==> config.mk <==
export PLATFORM = sky130hd
export DESIGN_NAME = csa_seq_adder_ctrl
export DESIGN_NICKNAME = d
export VERILOG_FILES = /design/src/rtl/csa_seq_adder_ctrl.sv
export SDC_FILE = /design/constraint.sdc
export NUM_CORES = 1
export LEC_CHECK = 0
export CAP_MARGIN = 20
export CORE_ASPECT_RATIO = 0.5
export CORE_UTILIZATION = 55
export CTS_CLUSTER_DIAMETER = 50
export DETAILED_ROUTE_END_ITERATION = 12
export HOLD_SLACK_MARGIN = 0.12
export PLACE_DENSITY_LB_ADDON = 0.12
export SLEW_MARGIN = 20
export SYNTH_ARGS = -nofsm -noshare
export SYNTH_HDL_FRONTEND = slang
export SYNTH_SLANG_ARGS = --single-unit
==> constraint.sdc <==
create_clock -name clk -period 7.7 [get_ports clk]
set_input_delay 1.54 -clock clk [delete_from_list [all_inputs] [get_ports clk]]
set_output_delay 1.54 -clock clk [all_outputs]
set_load 0.02 [all_outputs]
==> src/rtl/csa_seq_adder_ctrl.sv <==
// Sequential WIDTH-bit add/subtract built from one shared 5-bit carry-select slice.
// Slices are processed LSB first; the inter-slice carry is held in a register.
module csa_seq_adder_ctrl #(
  parameter int WIDTH = 20
) (
  input  logic             clk,
  input  logic             rst_n,
  input  logic             in_valid,
  output logic             in_ready,
  input  logic [WIDTH-1:0] in_a,
  input  logic [WIDTH-1:0] in_b,
  input  logic             in_sub,
  output logic             out_valid,
  input  logic             out_ready,
  output logic [WIDTH-1:0] out_sum,
  output logic             out_cout,
  output logic             out_ovf
);

  localparam int NSLICE = WIDTH / 5;
  localparam int IDXW   = (NSLICE > 1) ? $clog2(NSLICE) : 1;
  localparam logic [IDXW-1:0] LAST_IDX = IDXW'(NSLICE - 1);

  generate
    if ((WIDTH % 5) != 0) begin : g_width_check
      $error("csa_seq_adder_ctrl: WIDTH must be a multiple of 5");
    end
  endgenerate

  typedef enum logic [1:0] {
    IDLE = 2'd0,
    RUN  = 2'd1,
    DONE = 2'd2
  } state_t;

  // Carry-select slice: both carry-in outcomes are formed, the registered carry picks one.
  function automatic logic [5:0] csa_slice(input logic [4:0] a, input logic [4:0] b,
                                           input logic cin);
    logic [5:0] sum0;
    logic [5:0] sum1;
    sum0 = {1'b0, a} + {1'b0, b};
    sum1 = {1'b0, a} + {1'b0, b} + 6'd1;
    return cin ? sum1 : sum0;
  endfunction

  state_t           state_r, state_s;
  logic [IDXW-1:0]  idx_r, idx_s;
  logic             carry_r, carry_s;
  logic [WIDTH-1:0] a_r, a_s;
  logic [WIDTH-1:0] b_r, b_s;
  logic             ready_r, ready_s;
  logic             valid_r, valid_s;
  logic [WIDTH-1:0] sum_r, sum_s;
  logic             cout_r, cout_s;
  logic             ovf_r, ovf_s;
  logic [31:0]      base_s;
  logic [5:0]       slice_s;

  assign base_s  = 32'(idx_r) * 32'd5;
  assign slice_s = csa_slice(a_r[base_s +: 5], b_r[base_s +: 5], carry_r);

  // Next-state and next-output logic for the sequencing FSM.
  always_comb begin
    state_s = state_r;
    idx_s   = idx_r;
    carry_s = carry_r;
    a_s     = a_r;
    b_s     = b_r;
    ready_s = ready_r;
    valid_s = valid_r;
    sum_s   = sum_r;
    cout_s  = cout_r;
    ovf_s   = ovf_r;
    case (state_r)
      IDLE: begin
        if (ready_r && in_valid) begin
          a_s     = in_a;
          b_s     = in_sub ? ~in_b : in_b;
          carry_s = in_sub;
          idx_s   = '0;
          ready_s = 1'b0;
          state_s = RUN;
        end else begin
          ready_s = 1'b1;
        end
      end
      RUN: begin
        sum_s[base_s +: 5] = slice_s[4:0];
        carry_s            = slice_s[5];
        if (idx_r == LAST_IDX) begin
          // slice_s[4] is the result MSB on the final slice
          cout_s  = slice_s[5];
          ovf_s   = (a_r[WIDTH-1] == b_r[WIDTH-1]) && (slice_s[4] != a_r[WIDTH-1]);
          valid_s = 1'b1;
          idx_s   = '0;
          state_s = DONE;
        end else begin
          idx_s = idx_r + IDXW'(1);
        end
      end
      DONE: begin
        if (out_ready) begin
          valid_s = 1'b0;
          ready_s = 1'b1;
          state_s = IDLE;
        end else begin
          state_s = DONE;
        end
      end
      default: begin
        state_s = IDLE;
        ready_s = 1'b0;
        valid_s = 1'b0;
      end
    endcase
  end

  // State and output registers with synchronous active-low reset.
  always_ff @(posedge clk) begin
    if (!rst_n) begin
      state_r <= IDLE;
      idx_r   <= '0;
      carry_r <= 1'b0;
      a_r     <= '0;
      b_r     <= '0;
      ready_r <= 1'b0;
      valid_r <= 1'b0;
      sum_r   <= '0;
      cout_r  <= 1'b0;
      ovf_r   <= 1'b0;
    end else begin
      state_r <= state_s;
      idx_r   <= idx_s;
      carry_r <= carry_s;
      a_r     <= a_s;
      b_r     <= b_s;
      ready_r <= ready_s;
      valid_r <= valid_s;
      sum_r   <= sum_s;
      cout_r  <= cout_s;
      ovf_r   <= ovf_s;
    end
  end

  assign in_ready  = ready_r;
  assign out_valid = valid_r;
  assign out_sum   = sum_r;
  assign out_cout  = cout_r;
  assign out_ovf   = ovf_r;

endmodule
==> qor.csv <==
stage,metric,value,unit
status,status,completed,
timing,maxSlewViolCount,0,
logic_synthesis,synth_edf_count,0,
logic_synthesis,synth_simple_gate_area_frac,0.195,
pwr,p_per_area,202,nW/um^2
cells_and_area,fin_nets,473,
worst_setup_path,worst_setup_path_start_kind,register,
global_routing,grt_max_degree,74,
hold_path,hp-class,register to register,
clocking,cts_tree,done,
timing,rsz0062_at_grt,no,
clocking,clk_latency,0.33,ns
timing,max_clock_freq,274,MHz
logic_synthesis,synthTopCellsByArea,"dfxtp_1, nand2_1, mux4_2",
worst_setup_path,critPathSlowestCell,dfxtp_1,
timing,worst_pin_slew,1.13,ns
clocking,cts_hold_buf,0,
logic_synthesis,ys_seq_elements,69,
floorplanning,die-area,6550,um^2
worst_setup_path,setup.reg_to_reg.worst_slack,4.05,ns
logic_synthesis,yosys_warnings,0,
clocking,clk_path_buf_depth,2,
logic_synthesis,synth-xor-area-share,0.0688,
worst_setup_path,critical_path_class,register to register,
floorplanning,ios,69,
place,port_buffers,68,
logic_synthesis,avgSynthCellArea,9.55,um^2
routing,drc,0,
clocking,cts_buffers,9,
place,hpwl,5410,um
timing,finClkSkew,0.00538,ns
routing,vias,2803,
logic_synthesis,ys_seq_area_frac,0.404,
hold_path,holdCritStartpoint,a_r[14]$_SDFFE_PN0P_,
worst_setup_path,path_max_fanout,17,
timing,max_slew_margin,0.244,
logic_synthesis,ys.flop_type,dfxtp_1,
routing,finalWirelength,7620,um
logic_synthesis,synth-compound-area-share,0.176,
floorplanning,initial_utilization,0.597,
pwr,max-vdd-ir-drop,0.125,mV
global_routing,grt.total_usage,0.252,
cells_and_area,area_delta_synth_final,29.2,%
worst_setup_path,worstPathRequired,7.96,ns
logic_synthesis,syn-num-nets,416,
logic_synthesis,synth_top_area_frac,0.404,
place,place_congestion,0.843,
logic_synthesis,syn-cell-area,3420,um^2
timing,min_period,3.65,ns
routing,avgRoutedWirePerCell,15.2,um
floorplanning,die_y,57.7,um
logic_synthesis,yosys.area.top_type,dfxtp_1,
job,cap_viol_max_count,0,
pwr,p_leak,1.75,nW
worst_setup_path,cp_cell_sequence,mux4_2 > ha_1 > inv_1 > fa_1 > inv_1 > ha_1 > nand2_1 > nor4b_2 > xnor2_1 > or3_1 > a31oi_1,
logic_synthesis,synth.most_common_cell,nand2_1,
place,placed_cell_area,4120,um^2
worst_setup_path,critPathMaxStageDelay,0.93,ns
cells_and_area,fill_cells,387,
routing,drt-initial-drc-count,254,
global_routing,grt_pass1_vias,2682,
clocking,htree_levels,3,
logic_synthesis,synth_top_family_by_area,simple AND/OR/NAND/NOR gates,
cells_and_area,diodes,0,
routing,first_pass_iters,5,
logic_synthesis,synthCells,358,
logic_synthesis,synth_common_cells,"nand2_1, dfxtp_1, a21boi_1, xnor2_1, o211a_1",
worst_setup_path,crit_arrival,3.90,ns
routing,viasPerCell,5.58,
floorplanning,fp.dieW,113,um
logic_synthesis,synthMuxAreaShare,0.0692,
global_routing,overflow,0,
logic_synthesis,async_flop_share,0,
clocking,postCtsSetupRepairBufs,0,
floorplanning,core-area,5730,um^2
timing,fin_crit_sh,0.473,
global_routing,grt_pass1_wl,12600,um
logic_synthesis,synthAdderAreaFrac,0.0498,
worst_setup_path,startpoint,idx_r[0]$_SDFFE_PN0P_,
clocking,cts-resized-gates,0,
worst_setup_path,end_kind,register,
clocking,clk_pin_slew_worst_paths,0.05,ns
timing,finalSetupTns,0,ns
timing,hold_slack,0.452,ns
timing,hold_viol,0,
routing,ant_nets,0,
timing,finalSetupViolCount,0,
worst_setup_path,reg2reg_from,idx_r[0]$_SDFFE_PN0P_,
cells_and_area,layout-drive-gt1-share,0.0861,
logic_synthesis,synth_cell_types,38,
clocking,cts_num_sinks,69,
clocking,root_buffer,clkbuf_16,
global_routing,grt_antenna_before_repair,0,
cells_and_area,fin_area,4420,um^2
floorplanning,num_rows,19,
==> area by class of cell <==
| type | instances | area, um^2 | area share |
|---|---|---|---|
| inverters | 8 | 30.0 | 0.00680 |
| clock inverters | 2 | 10.0 | 0.00227 |
| well taps | 84 | 105 | 0.0238 |
| repair buffers | 70 | 711 | 0.161 |
| clock buffers | 12 | 256 | 0.0581 |
| flip-flops and latches | 69 | 1380 | 0.313 |
| multi-input cells | 257 | 1920 | 0.435 |
==> worst max-delay path, delay by kind of cell (launching register included) <==
kind	cells	cell delay (ns)
fa+ha+maj	3	0.77
simple gates	3	0.72
compound gates	1	0.16
flops	1	0.93
mux	1	0.62
buf+inv	2	0.16
xor+xnor	1	0.21
==> cell usage in the layout (no fill, tap or decap), types with 2 or more instances in the layout <==
| cell | instances |
|---|---|
| inv_1 | 8 |
| ha_1 | 12 |
| a21boi_1 | 23 |
| nand2_1 | 76 |
| o21a_1 | 3 |
| xnor2_1 | 23 |
| clkinv_2 | 2 |
| nand3_1 | 7 |
| xor2_1 | 2 |
| nand4_1 | 2 |
| clkdlybuf4s50_1 | 67 |
| clkbuf_8 | 2 |
| a21oi_1 | 5 |
| nor4b_2 | 4 |
| o211a_1 | 20 |
| nor2b_1 | 18 |
| nor3b_1 | 2 |
| o21ai_0 | 5 |
| a21boi_0 | 2 |
| clkbuf_16 | 9 |
| nor2_1 | 3 |
| nor3_1 | 3 |
| a22oi_1 | 16 |
| nand2b_1 | 6 |
| and2_1 | 2 |
| mux4_2 | 10 |
| dfxtp_1 | 69 |
==> metal layers <==
layer  vias to the layer above  global-route usage  part of all wire
li1                       1357                   -                 -
met1                      1348               0.319              0.46
met2                        86               0.436              0.47
met3                        12              0.0628             0.052
met4                         0              0.0677             0.011
met5                         -                   0                 0
==> state kept, by name (all words and copies together), names as in the netlist <==
signal and count:
in_ready 1, a_r 20, out_cout 1, b_r 20
carry_r 1, out_sum 20, out_valid 1, state_r 2
out_ovf 1, idx_r 2
==> worst paths after layout <==
check                                             to  cells after the start
worst max register to register  out_ovf$_SDFFE_PN0P_                     11
worst max-delay path            out_ovf$_SDFFE_PN0P_                     11
worst min register to register  a_r[14]$_SDFFE_PN0P_                      2
worst min-delay path            a_r[14]$_SDFFE_PN0P_                      2
==> kinds of logic after synthesis <==
family / count (synthesis)
and+or+nand+nor: 130
buffers and inverters: 32
AOI/OAI and AO/OA: 77
xor gates and xnor gates: 26
adders and majority gates: 13
muxes: 11
DFF: 69
==> where the power goes <==
part	switching, mW	internal [mW]
Clock	0.139	0.230
Combinational	0.0645	0.0683
Sequential	0.0140	0.374
==> per-stage QoR <==
stage               utilization  instances  worst slack (ns)  power [mW]
floorplan                     -        358              4.52       0.477
global placement          0.719        487              4.18       0.521
detailed placement        0.719        487              4.08       0.525
CTS                       0.766        501              3.99       0.891
global route              0.771        502              3.75       0.922
finish                    0.771        502              4.05       0.891
Note: power is estimated with default switching activity, not from simulation.
